===== src/rtl/sar_dac_capture_pkg.sv =====
// Shared constants for the SAR capture path: FSM state encoding and default sizing.
package sar_dac_capture_pkg;

  localparam logic [1:0] IDLE    = 2'd0;
  localparam logic [1:0] SETTLE  = 2'd1;
  localparam logic [1:0] COMPARE = 2'd2;
  localparam logic [1:0] DONE    = 2'd3;

  localparam int DEFAULT_PRECISION     = 12;
  localparam int DEFAULT_SETTLE_CYCLES = 8;

endpackage


===== src/rtl/sar_settle_timer.sv =====
// Down-counting dwell timer: load a count, tick it toward zero, expired while it sits at zero.
module sar_settle_timer #(
  parameter int WIDTH = 4
) (
  input  logic             clk,
  input  logic             reset,
  input  logic             load,
  input  logic [WIDTH-1:0] load_value,
  input  logic             tick,
  output logic             expired
);

  logic [WIDTH-1:0] count;

  always_ff @(posedge clk) begin
    if (reset) begin
      count <= '0;
    end else if (load) begin
      count <= load_value;
    end else if (tick && (count != '0)) begin
      count <= count - WIDTH'(1);
    end
  end

  assign expired = (count == '0);

endmodule


===== src/rtl/sar_dac_capture.sv =====
// Successive-approximation capture: binary-searches the DAC code against an external comparator.
// Optional build macro SAR_COMP_SYNC_EN adds a 2-flop synchroniser on compIn and lengthens each dwell by 2.
module sar_dac_capture
  import sar_dac_capture_pkg::*;
#(
  parameter int PRECISION     = DEFAULT_PRECISION,
  parameter int SETTLE_CYCLES = DEFAULT_SETTLE_CYCLES
) (
  input  logic                 clk,
  input  logic                 reset,
  input  logic                 start,
  input  logic                 compIn,
  output logic [PRECISION-1:0] dacVal,
  output logic [PRECISION-1:0] result,
  output logic                 busy,
  output logic                 done
);

`ifdef SAR_COMP_SYNC_EN
  localparam int DWELL = SETTLE_CYCLES + 2;
`else
  localparam int DWELL = SETTLE_CYCLES;
`endif

  localparam int IW = $clog2(PRECISION);
  localparam int CW = $clog2(DWELL) + 1;
  localparam logic [CW-1:0]        RELOAD   = CW'(DWELL - 1);
  localparam logic [IW-1:0]        TOP_IDX  = IW'(PRECISION - 1);
  localparam logic [PRECISION-1:0] MSB_ONLY = {1'b1, {(PRECISION-1){1'b0}}};

  logic [1:0]           state;
  logic [IW-1:0]        bit_idx;
  logic                 comp_used;
  logic                 timer_load;
  logic                 timer_expired;
  logic [PRECISION-1:0] trial;

`ifdef SAR_COMP_SYNC_EN
  logic [1:0] comp_sync;

  always_ff @(posedge clk) begin
    if (reset) begin
      comp_sync <= 2'b00;
    end else begin
      comp_sync <= {comp_sync[0], compIn};
    end
  end

  assign comp_used = comp_sync[1];
`else
  assign comp_used = compIn;
`endif

  // Resolve the bit under test and arm the next lower bit in one step.
  always_comb begin
    trial = dacVal;
    trial[bit_idx] = comp_used;
    if (bit_idx != '0) begin
      trial[bit_idx - IW'(1)] = 1'b1;
    end
  end

  assign timer_load = ((state == IDLE) && start) ||
                      ((state == COMPARE) && (bit_idx != '0));

  sar_settle_timer #(
    .WIDTH(CW)
  ) u_settle_timer (
    .clk       (clk),
    .reset     (reset),
    .load      (timer_load),
    .load_value(RELOAD),
    .tick      (state == SETTLE),
    .expired   (timer_expired)
  );

  always_ff @(posedge clk) begin
    if (reset) begin
      state   <= IDLE;
      dacVal  <= '0;
      result  <= '0;
      busy    <= 1'b0;
      done    <= 1'b0;
      bit_idx <= TOP_IDX;
    end else begin
      case (state)
        IDLE: begin
          if (start) begin
            dacVal  <= MSB_ONLY;
            bit_idx <= TOP_IDX;
            busy    <= 1'b1;
            state   <= SETTLE;
          end
        end
        SETTLE: begin
          if (timer_expired) begin
            state <= COMPARE;
          end
        end
        COMPARE: begin
          dacVal <= trial;
          if (bit_idx != '0) begin
            bit_idx <= bit_idx - IW'(1);
            state   <= SETTLE;
          end else begin
            result <= trial;
            done   <= 1'b1;
            busy   <= 1'b0;
            state  <= DONE;
          end
        end
        DONE: begin
          done   <= 1'b0;
          dacVal <= result;
          state  <= IDLE;
        end
        default: state <= IDLE;
      endcase
    end
  end

endmodule


===== config.mk =====
export PLATFORM = sky130hd
export DESIGN_NAME = sar_dac_capture
export DESIGN_NICKNAME = d
export VERILOG_FILES = /design/src/rtl/sar_dac_capture_pkg.sv /design/src/rtl/sar_settle_timer.sv /design/src/rtl/sar_dac_capture.sv
export SDC_FILE = /design/constraint.sdc
export NUM_CORES = 1
export LEC_CHECK = 0
export BUFFER_PORTS_ARGS = -buffer_cell sky130_fd_sc_hd__clkbuf_2
export CORE_MARGIN = 2
export CORE_UTILIZATION = 35
export CTS_CLUSTER_DIAMETER = 50
export DETAILED_ROUTE_END_ITERATION = 10
export GPL_TIMING_DRIVEN = 0
export MAX_ROUTING_LAYER = met4
export PLACE_DENSITY = 0.59
export SYNTH_ARGS = -nofsm -noshare
export SYNTH_HDL_FRONTEND = slang
export SYNTH_SLANG_ARGS = --single-unit

===== constraint.sdc =====
create_clock -name clk -period 1.6 [get_ports clk]
set_input_delay 0.32 -clock clk [delete_from_list [all_inputs] [get_ports clk]]
set_output_delay 0.32 -clock clk [all_outputs]
set_load 0.03 [all_outputs]

==> run_results.csv, run 1 <==
group,metric,value,unit
detailed_routing,first_pass_iters,5,
global_route,grt_max_degree,12,
timing,period_minus_slack,1.673,ns
cts,clockBufferDepth,2,
timing,skew,0.006678,ns
finish,most-common-layout-cells,"34 x dfxtp_1, 31 x clkbuf_2, 30 x a21oi_1",
detailed_routing,vias_per_cell,5.696,
synth,synthDistinctLibCells,53,
detailed_routing,vias,2045,
detailed_routing,ant_nets,0,
timing,fmax,0.5978,GHz
job,cap_viol_max_count,0,
synth,ys_seq_area_frac,0.3605,
finish,insertedDiodeCount,0,
critical_path,r2r_setup_slack,-0.07,ns
floorplanning,pin_count,30,
critical_path,r2r-start,"bit_idx[0]",
timing,max_slew.worst_pin.slew,0.6864,ns
timing,grt_setup_unrepaired,"true",
outcome,violations,"setup timing",
critical_path,timing.critical_path.cells,"inv_4 > ha_4 > buf_8 > nand3b_1 > buf_4 > o31a_1 > a211oi_2",
cts,insertion_delay,0.29,ns
hold_path,holdPathStages,4,
global_route,grt_overflow_total,0,
cts,numCtsBuffers,5,
cts,tritoncts,"yes",
timing,period_share,1.046,
hold_path,min_path_type,"input pin to flip-flop",
critical_path,critPathCapture,"dacVal[7]",
finish,drive_gt1_frac,0.3868,
power,p_leak,0.001040,uW
synth,synth_flop_cell,"dfxtp_1",
global_route,antenna_found_initial,0,
synth,async_flop_share,0,
power,ir_worst_vdd,0.0006784,V
finish,final_common_cell,"dfxtp_1",
timing,fin_tns_setup,-0.6713,ns
synth,avgSynthCellArea,8.618,um2
finish,nets,295,
global_route,grtUsageTotal,0.2028,
power,power_density,812.3,nW/um2
critical_path,setup.worst_path.start,"bit_idx[0]",
floorplanning,die-area,6333,um2
global_route,grt_pass1_vias,1879,
synth,synth_warnings,0,
synth,syn_nets,241,
timing,hold_violations,0,
floorplanning,die_w,79.58,um
critical_path,cp.required,1.82,ns
timing,maxSlewHeadroom,0.5424,
floorplanning,initial_core_util,0.3631,
timing,fin_ws,-0.07291,ns
cts,cts_sinks,36,
timing,setup_viol,20,
detailed_routing,post_drt_wl_per_cell,17.17,um
critical_path,critPathLaunchType,"flip-flop",
cts,root_buffer,"clkbuf_8",
critical_path,worst_path_max_delay_cell,"dfxtp_4",
place,place_hpwl,4038,um
synth,syn_area,1999,um2
timing,timing.hold.ws,0.3698,ns
detailed_routing,routed_wl,6165,um
timing,slew_violations,0,
synth,postSynthCellCount,232,
finish,nFillCells,508,
cts,h-tree-depth,2,
finish,syn2layout_area_growth,35.79,%
floorplanning,std_cell_rows,27,
critical_path,worst-setup-path-type,"flip-flop to flip-flop",
critical_path,reg2regPathDepth,7,
global_route,grt_pass1_wl,9673,um
critical_path,crit_path_max_incr_delay,0.37,ns
synth,synth-edff-count,0,
critical_path,r2r_end,"dacVal[7]",
place,io_buffer_count,29,
floorplanning,die_h,79.58,um
cts,clkTransAtPathRegs,0.08,ns
outcome,status,"finished, violations left",
place,gp_congestion,0.8909,
critical_path,cp_data_arrival_time,1.89,ns
critical_path,cp-end-kind,"flip-flop",
floorplanning,core-area,5507,um2
detailed_routing,drtIter0Drc,154,
critical_path,crit_fanout,10,
synth,synth_seq_cells,36,
detailed_routing,drc,0,
hold_path,hold_start,"reset",
[critical path: cells and delay by family, from the launching register on]
kind	cells	cell delay [ns]
and+or+nand+nor	1	0.16
buffers and inverters	3	0.40
AOI/OAI and AO/OA	2	0.50
adders and majority gates	1	0.15
DFF	1	0.37
[per-stage QoR]
| stage | instances | total power, uW | setup slack (ns) | cell area, um2 | utilization |
|---|---|---|---|---|---|
| after CTS | 349 | 2196 | -0.05698 | 2532 | 0.4599 |
| after detailed placement | 333 | 1300 | -0.2535 | 2248 | 0.4083 |
| after floorplan | 232 | 1213 | 0.02175 | 2013 | - |
| final | 359 | 2205 | -0.07291 | 2715 | 0.4931 |
| after global placement | 333 | 1297 | -0.2750 | 2248 | 0.4083 |
| after global routing | 359 | 2305 | -0.1336 | 2715 | 0.4931 |
[cell type report]
type,instances,area [um2],share of cell area
multi-input cells,170,1326,0.4885
flip-flops and latches,36,728.2,0.2682
repair buffers,48,312.8,0.1152
clock buffers,7,96.34,0.03548
plain buffers,15,91.34,0.03364
well taps,72,90.09,0.03318
inverters,10,40.04,0.01475
clock inverters,1,30.03,0.01106
[registers in the layout (all words and copies together) (netlist names)]
| signal | flops |
|---|---|
| u_settle_timer.count | 4 |
| bit_idx | 4 |
| busy | 1 |
| result | 12 |
| done | 1 |
| dacVal | 12 |
| state | 2 |
[repair_timing]
item                                    4_1_cts  5_1_grt
cloned                                        1        0
hold buffers                                  0        0
pin swaps                                     9       16
gates resized for setup                      21       33
endpoints found under the setup margin       28       28
buffers inserted                              8       10
[where the power goes]
part           total [uW]  internal, uW  leakage, uW  switching (uW)
Sequential            958           927     0.000292            30.8
Clock                 890           550    0.0000645             340
Combinational         357           132     0.000684             226
[cells by family after synthesis]
logic type / count (synthesis) / synth area share
xor gates and xnor gates: 2 / 0.008763
muxes: 8 / 0.04255
buffers and inverters: 26 / 0.06007
adders and majority gates: 5 / 0.03129
and+or+nand+nor: 58 / 0.1746
AOI/OAI and AO/OA: 97 / 0.3223
DFF: 36 / 0.3604
[routing by layer]
| layer | GRT usage | up-vias | share of wire |
|---|---|---|---|
| met5 | - | - | 0 |
| met4 | 0.07586 | 0 | 0.024 |
| met3 | 0.03507 | 15 | 0.058 |
| met2 | 0.2975 | 75 | 0.45 |
| met1 | 0.2789 | 976 | 0.47 |
| li1 | - | 979 | - |
[synthesized netlist by cell type, types with 3 or more instances]
cell,instances,area [um2]
a211oi_1,5,37.54
a21oi_1,36,180.2
a31oi_1,4,25.02
a32oi_1,4,35.03
and4_1,3,26.28
buf_2,3,15.01
buf_4,5,37.54
clkbuf_1,8,30.03
dfxtp_1,36,720.7
ha_1,5,62.56
inv_1,9,33.78
mux2_2,4,45.04
mux2i_1,4,40.04
nand2_1,11,41.29
nand2b_1,7,43.79
nand3_1,3,15.01
nand3b_1,7,52.55
nor2_1,7,26.28
nor3_1,4,20.02
o21ai_0,18,90.09
o22ai_1,6,37.54
[how the worst min path moves through the flow]
stage,to
5_1_grt,dacVal[9]
6_report,dacVal[2]
3_5_place_dp,done
2_1_floorplan,bit_idx[0]
3_3_place_gp,done
4_1_cts,dacVal[2]
Note: power is estimated with default switching activity, not from simulation.
==> run 2, diff against run 1 <==
Settings changed: CORE_UTILIZATION 35 to 25, PLACE_DENSITY 0.59 to 0.47.
==> run 2 against run 1 <==
  * The run still ends with setup timing left
  * Die area grew 38%
  * Maximum frequency grew 1.0%
  * Setup slack gained 0.017 ns
  * Clock-buffer cell count shrank 1
  * Power shrank 8.6%
  * Clock power shrank 22%
  * Critical endpoint is now result[10]
==> run_results.csv, run 2 (same netlist as run 1, synthesis figures left out) <==
group,metric,value,unit
outcome,status,"finished, violations left",
outcome,violations,"setup timing",
finish,insertedDiodeCount,0,
cts,clkTransAtPathRegs,0.08,ns
detailed_routing,maxUsedRoutingLayer,"met4",
finish,drive_gt1_frac,0.4093,
critical_path,crit_path_max_incr_delay,0.41,ns
critical_path,timing.critical_path.cells,"inv_4 > ha_4 > or3b_4 > nor2_4 > buf_6 > o21ai_1 > a21oi_1",
critical_path,cp-end-kind,"flip-flop",
global_route,grtUsageTotal,0.1578,
place,place_inst,363,
critical_path,crit_fanout,5,
critical_path,worst_path_max_delay_cell,"or3b_4",
power,power.share.switching,0.3057,
job,cap_viol_max_count,0,
timing,skew,0.006667,ns
detailed_routing,route.met2.wl,3228,um
floorplanning,die_w,93.43,um
critical_path,cp.required,1.83,ns
power,clkPwrFrac,0.344,
finish,top_regs,"dacVal x12, result x12",
global_route,grt_pass1_vias,1975,
critical_path,r2r-start,"bit_idx[0]",
detailed_routing,vias_per_cell,5.232,
timing,period_minus_slack,1.656,ns
detailed_routing,drc,0,
floorplanning,std_cell_rows,32,
place,place_hpwl,4378,um
timing,period_share,1.035,
power,power_frac_comb,0.181,
critical_path,cp_data_arrival_time,1.88,ns
place,gp_congestion,0.8744,
floorplanning,pin_count,30,
global_route,antenna_found_initial,0,
timing,grt_setup_unrepaired,"true",
global_route,grt_max_degree,12,
detailed_routing,first_pass_iters,4,
power,p_leak,0.001031,uW
timing,hold_violations,0,
detailed_routing,vias,2004,
timing,fmax,0.6040,GHz
critical_path,worst-setup-path-type,"flip-flop to flip-flop",
finish,syn2layout_area_growth,37.80,%
cts,tritoncts,"yes",
power,seqPwrFrac,0.475,
detailed_routing,post_drt_wl_per_cell,17.38,um
power,power.internal,1399,uW
cts,clockBufferDepth,2,
global_route,grt_overflow_total,0,
critical_path,critPathTopFamily,"simple AND/OR/NAND/NOR gates",
hold_path,hold_start,"reset",
cts,insertion_delay,0.29,ns
cts,numCtsBuffers,5,
detailed_routing,ant_nets,0,
timing,slew_violations,0,
hold_path,hold_end,"dacVal[7]",
critical_path,r2r_setup_slack,-0.06,ns
critical_path,r2r_end,"result[10]",
cts,cts_sinks,36,
timing,maxSlewHeadroom,0.5282,
cts,ctsHoldBuffers,0,
detailed_routing,routed_wl,6656,um
timing,fin_ws,-0.05565,ns
hold_path,min_path_type,"input pin to flip-flop",
finish,nets,289,
power,p_sw,615.9,uW
critical_path,cp_num_buf_inv,2,
hold_path,holdPathStages,4,
timing,setup_viol,15,
floorplanning,initial_core_util,0.2587,
finish,nFillCells,789,
power,power_density,731.4,nW/um2
finish,fin_cells,383,
floorplanning,die_h,93.43,um
detailed_routing,met1_length,3055,um
cts,h-tree-depth,2,
detailed_routing,met3WireLength,237,um
detailed_routing,drtIter0Drc,134,
place,io_buffer_count,29,
critical_path,reg2regPathDepth,7,
finish,final_common_cell,"dfxtp_1",
timing,max_slew.worst_pin.slew,0.7078,ns
cts,root_buffer,"clkbuf_8",
finish,most-common-layout-cells,"33 x dfxtp_1, 31 x clkbuf_2, 29 x a21oi_1",
floorplanning,core-area,7727,um2
global_route,grt_pass1_wl,10440,um
power,ir_worst_vdd,0.0004944,V
floorplanning,die-area,8729,um2
finish,postLayoutCoreUtil,0.3565,
critical_path,critPathLaunchType,"flip-flop",
==> run 2: cell count changes in the layout (fill, tap and decap cells not counted), moves of 2 or more <==
cell       previous run  this run
buf_4                16        12
o21ai_1               5         2
o21ai_2               5         8
a2bb2oi_2             2         0
a2bb2oi_4             0         2
clkinv_2              0         2
mux2_2                3         1
mux2_4                1         3
nor4b_1               2         0
nor4b_2               0         2
==> run 2: timing repair <==
item / CTS / global route
setup endpoints to repair: 28 / 28
pin swaps: 12 / 12
buffers inserted: 8 / 4
gates resized for setup: 41 / 26
gates cloned: 2 / 0
==> run 2: per-stage QoR <==
step	total power [uW]	cell area, um2	setup TNS (ns)	worst slack [ns]	hold WS (ns)
finish	2015	2755	-0.4950	-0.05565	0.3723
floorplan	1213	2013	0	0.02175	0.4954
global placement	1304	2286	-3.731	-0.3090	0.4508
detailed placement	1308	2286	-3.851	-0.3070	0.4515
global route	2111	2755	-1.869	-0.09873	0.3872
CTS	2005	2586	-0.4741	-0.06172	0.3676
==> run 2: worst max path at each step <==
stage          depth (start not counted)        from         end  slack [ns]
2_1_floorplan                          7  bit_idx[1]   dacVal[9]        0.02
3_3_place_gp                           7  bit_idx[0]   result[0]       -0.31
3_5_place_dp                           7  bit_idx[0]   result[0]       -0.31
4_1_cts                                7  bit_idx[0]   result[9]       -0.06
5_1_grt                                7  bit_idx[0]   result[2]        -0.1
6_report                               7  bit_idx[0]  result[10]       -0.06
==> run 2: worst min-delay path: stages <==
cell and delay, ns:
clkbuf_2 0.09, inv_1 0.08, o21ai_0 0.08, a211oi_1 0.05
==> run 2: final cells by class <==
type | count | area (um2) | share of cell area
flip-flops and latches | 36 | 729.5 | 0.2648
inverters | 10 | 42.54 | 0.01544
repair buffers | 43 | 279.0 | 0.1013
multi-input cells | 170 | 1404 | 0.5095
well taps | 102 | 127.6 | 0.04632
clock inverters | 2 | 10.01 | 0.003633
plain buffers | 14 | 80.08 | 0.02906
clock buffers | 6 | 82.58 | 0.02997
==> run 2: power groups by stage <==
stage	Combinational (uW)	Sequential [uW]	Clock [uW]
final	365	958	692
after global routing	399	962	749
after CTS	344	958	703
after detailed placement	327	981	0
after global placement	323	981	0
after floorplan	209	1000	0
==> run 2: layer usage <==
metal | vias up | track usage
met2 | 54 | 0.2506
met5 | - | -
met4 | 0 | 0.05270
met3 | 12 | 0.02498
li1 | 967 | -
met1 | 971 | 0.2050
==> run 3, diff against run 2 <==
Settings changed: CELL_PAD_IN_SITES_DETAIL_PLACEMENT set to 0, CELL_PAD_IN_SITES_GLOBAL_PLACEMENT set to 1, CORE_ASPECT_RATIO set to 0.5, PLACE_DENSITY 0.47 to 0.57.
==> run 3 against run 2 <==
  * The flow still finishes with violations (setup timing)
  * Power up 13%
  * Critical path type unchanged
  * Worst hold slack better by 0.037 ns
  * Largest power group unchanged
  * Highest routed layer unchanged
  * Global-route usage up 0.53 points
  * Non-clock buffer count up 2
  * Clock skew down 0.0021 ns
==> run_results.csv, run 3 (same netlist as run 1, synthesis figures left out) <==
group,metric,value,unit
cts,clkTransAtPathRegs,0.06,ns
global_route,grt_overflow_total,0,
critical_path,critPathCapture,"result[4]",
global_route,grt_pass1_vias,1901,
critical_path,cp_data_arrival_time,1.81,ns
hold_path,min_path_type,"input pin to flip-flop",
critical_path,cp_num_buf_inv,2,
job,cap_viol_max_count,0,
finish,insertedDiodeCount,0,
floorplanning,initial_core_util,0.2651,
timing,timing.hold.ws,0.4094,ns
timing,slew_violations,0,
detailed_routing,ant_nets,0,
timing,period_share,1.033,
outcome,violations,"setup timing",
timing,fin_ws,-0.05345,ns
detailed_routing,drc,0,
detailed_routing,vias,2024,
critical_path,critPathLaunchType,"flip-flop",
timing,period_minus_slack,1.653,ns
detailed_routing,vias_per_cell,5.176,
place,gp_congestion,0.8503,
global_route,grtUsageTotal,0.1630,
floorplanning,pin_count,30,
critical_path,timing.critical_path.cells,"inv_4 > ha_4 > or3b_4 > nor2_4 > buf_2 > a21oi_1",
detailed_routing,routed_wl,6856,um
critical_path,crit_fanout,5,
finish,nets,291,
finish,top_regs,"dacVal x12, result x12",
finish,final_common_cell,"dfxtp_1",
timing,setup_viol,12,
power,total_power,2272,uW
place,place_hpwl,4572,um
finish,most-common-layout-cells,"34 x dfxtp_1, 31 x clkbuf_2, 28 x a21oi_1",
cts,cts_sinks,36,
power,power_density,814.3,nW/um2
detailed_routing,first_pass_iters,4,
floorplanning,die_w,130.5,um
timing,fmax,0.6048,GHz
timing,hold_violations,0,
outcome,status,"finished, violations left",
critical_path,cp-end-kind,"flip-flop",
floorplanning,core-area,7542,um2
place,io_buffer_count,29,
critical_path,r2r-start,"bit_idx[0]",
cts,h-tree-depth,2,
cts,numCtsBuffers,5,
floorplanning,die-area,8772,um2
critical_path,r2r_setup_slack,-0.05,ns
finish,nFillCells,792,
detailed_routing,drtIter0Drc,99,
critical_path,r2r_end,"result[4]",
timing,max_slew.worst_pin.slew,0.7111,ns
critical_path,worst-setup-path-type,"flip-flop to flip-flop",
power,ir_worst_vdd,0.0004539,V
global_route,grt_pass1_wl,10390,um
finish,finalInstanceArea,2790,um2
finish,syn2layout_area_growth,39.55,%
timing,maxSlewHeadroom,0.5260,
place,dpl_worst_slack,-0.3065,ns
critical_path,crit_path_max_incr_delay,0.41,ns
critical_path,worst-path-stages,6,
timing,grt_setup_unrepaired,"true",
cts,tritoncts,"yes",
global_route,antenna_found_initial,0,
power,p_leak,0.001033,uW
critical_path,cp.required,1.75,ns
floorplanning,die_h,67.24,um
detailed_routing,post_drt_wl_per_cell,17.53,um
cts,insertion_delay,0.28,ns
cts,root_buffer,"clkbuf_16",
place,place_area,2293,um2
critical_path,reg2regPathDepth,6,
timing,skew,0.004600,ns
critical_path,setup.worst_path.start,"bit_idx[0]",
cts,clockBufferDepth,2,
critical_path,critPathTopFamily,"simple AND/OR/NAND/NOR gates",
finish,drive_gt1_frac,0.3993,
global_route,grt_max_degree,12,
critical_path,worst_path_max_delay_cell,"or3b_4",
floorplanning,std_cell_rows,22,
==> run 3: cell types whose count changed in the layout (fill, tap and decap cells not counted), sizes merged <==
| cell | delta |
|---|---|
| buf | +2 |
| clkbuf | +1 |
| clkinv | -1 |
==> run 3: report_power, final <==
group          internal, uW  total [uW]  switching [uW]
clock                   576         946             371
combinational           127         365             238
sequential              928         961            32.2
total                  1630        2270             641
==> run 3: final cells by class <==
type | instances | area (um2) | area share
buffer | 14 | 87.58 | 0.03139
clock buffer | 7 | 132.6 | 0.04753
clock inverter | 1 | 5.005 | 0.001794
inverter | 10 | 42.54 | 0.01525
multi-input combinational | 170 | 1370 | 0.4910
sequential | 36 | 728.2 | 0.2610
tap | 108 | 135.1 | 0.04843
timing repair buffer | 45 | 289.0 | 0.1036
==> run 3: what timing repair did <==
action | 4_1_cts | 5_1_grt
setup buffers | 10 | 5
endpoints found under the setup margin | 29 | 27
resized for setup | 27 | 41
pin swaps | 9 | 14
gates cloned | 1 | 0
hold buffers | 0 | 0
==> run 3: worst min path at each step <==
stage                           from          to  slack (ns)  cells past startpoint
after detailed placement        done        done        0.46                      2
after floorplan           bit_idx[0]  bit_idx[0]        0.50                      1
after CTS                      reset   dacVal[2]        0.42                      4
after global placement          done        done        0.45                      2
after global routing           reset   dacVal[7]        0.43                      4
final                          reset   dacVal[9]        0.41                      4
==> run 3: through the flow <==
step           cells  setup TNS (ns)    util
2_1_floorplan    232               0       -
3_3_place_gp     369          -4.396  0.3041
3_5_place_dp     369          -4.198  0.3041
4_1_cts          387         -0.1941  0.3419
5_1_grt          391          -1.080  0.3699
6_report         391         -0.3913  0.3699
==> run 3: routing by layer <==
metal | routed length (um) | GRT usage | part of all wire
met1 | 3450 | 0.2237 | 0.50
met4 | 155 | 0.04654 | 0.023
met5 | 0 | - | 0
met3 | 348 | 0.03566 | 0.051
met2 | 2901 | 0.2421 | 0.42
==> run 3: tightest hold or removal path, cell delays in order <==
cell and delay, ns:
clkbuf_2 0.09, inv_1 0.09, o21ai_0 0.09, a211oi_1 0.05
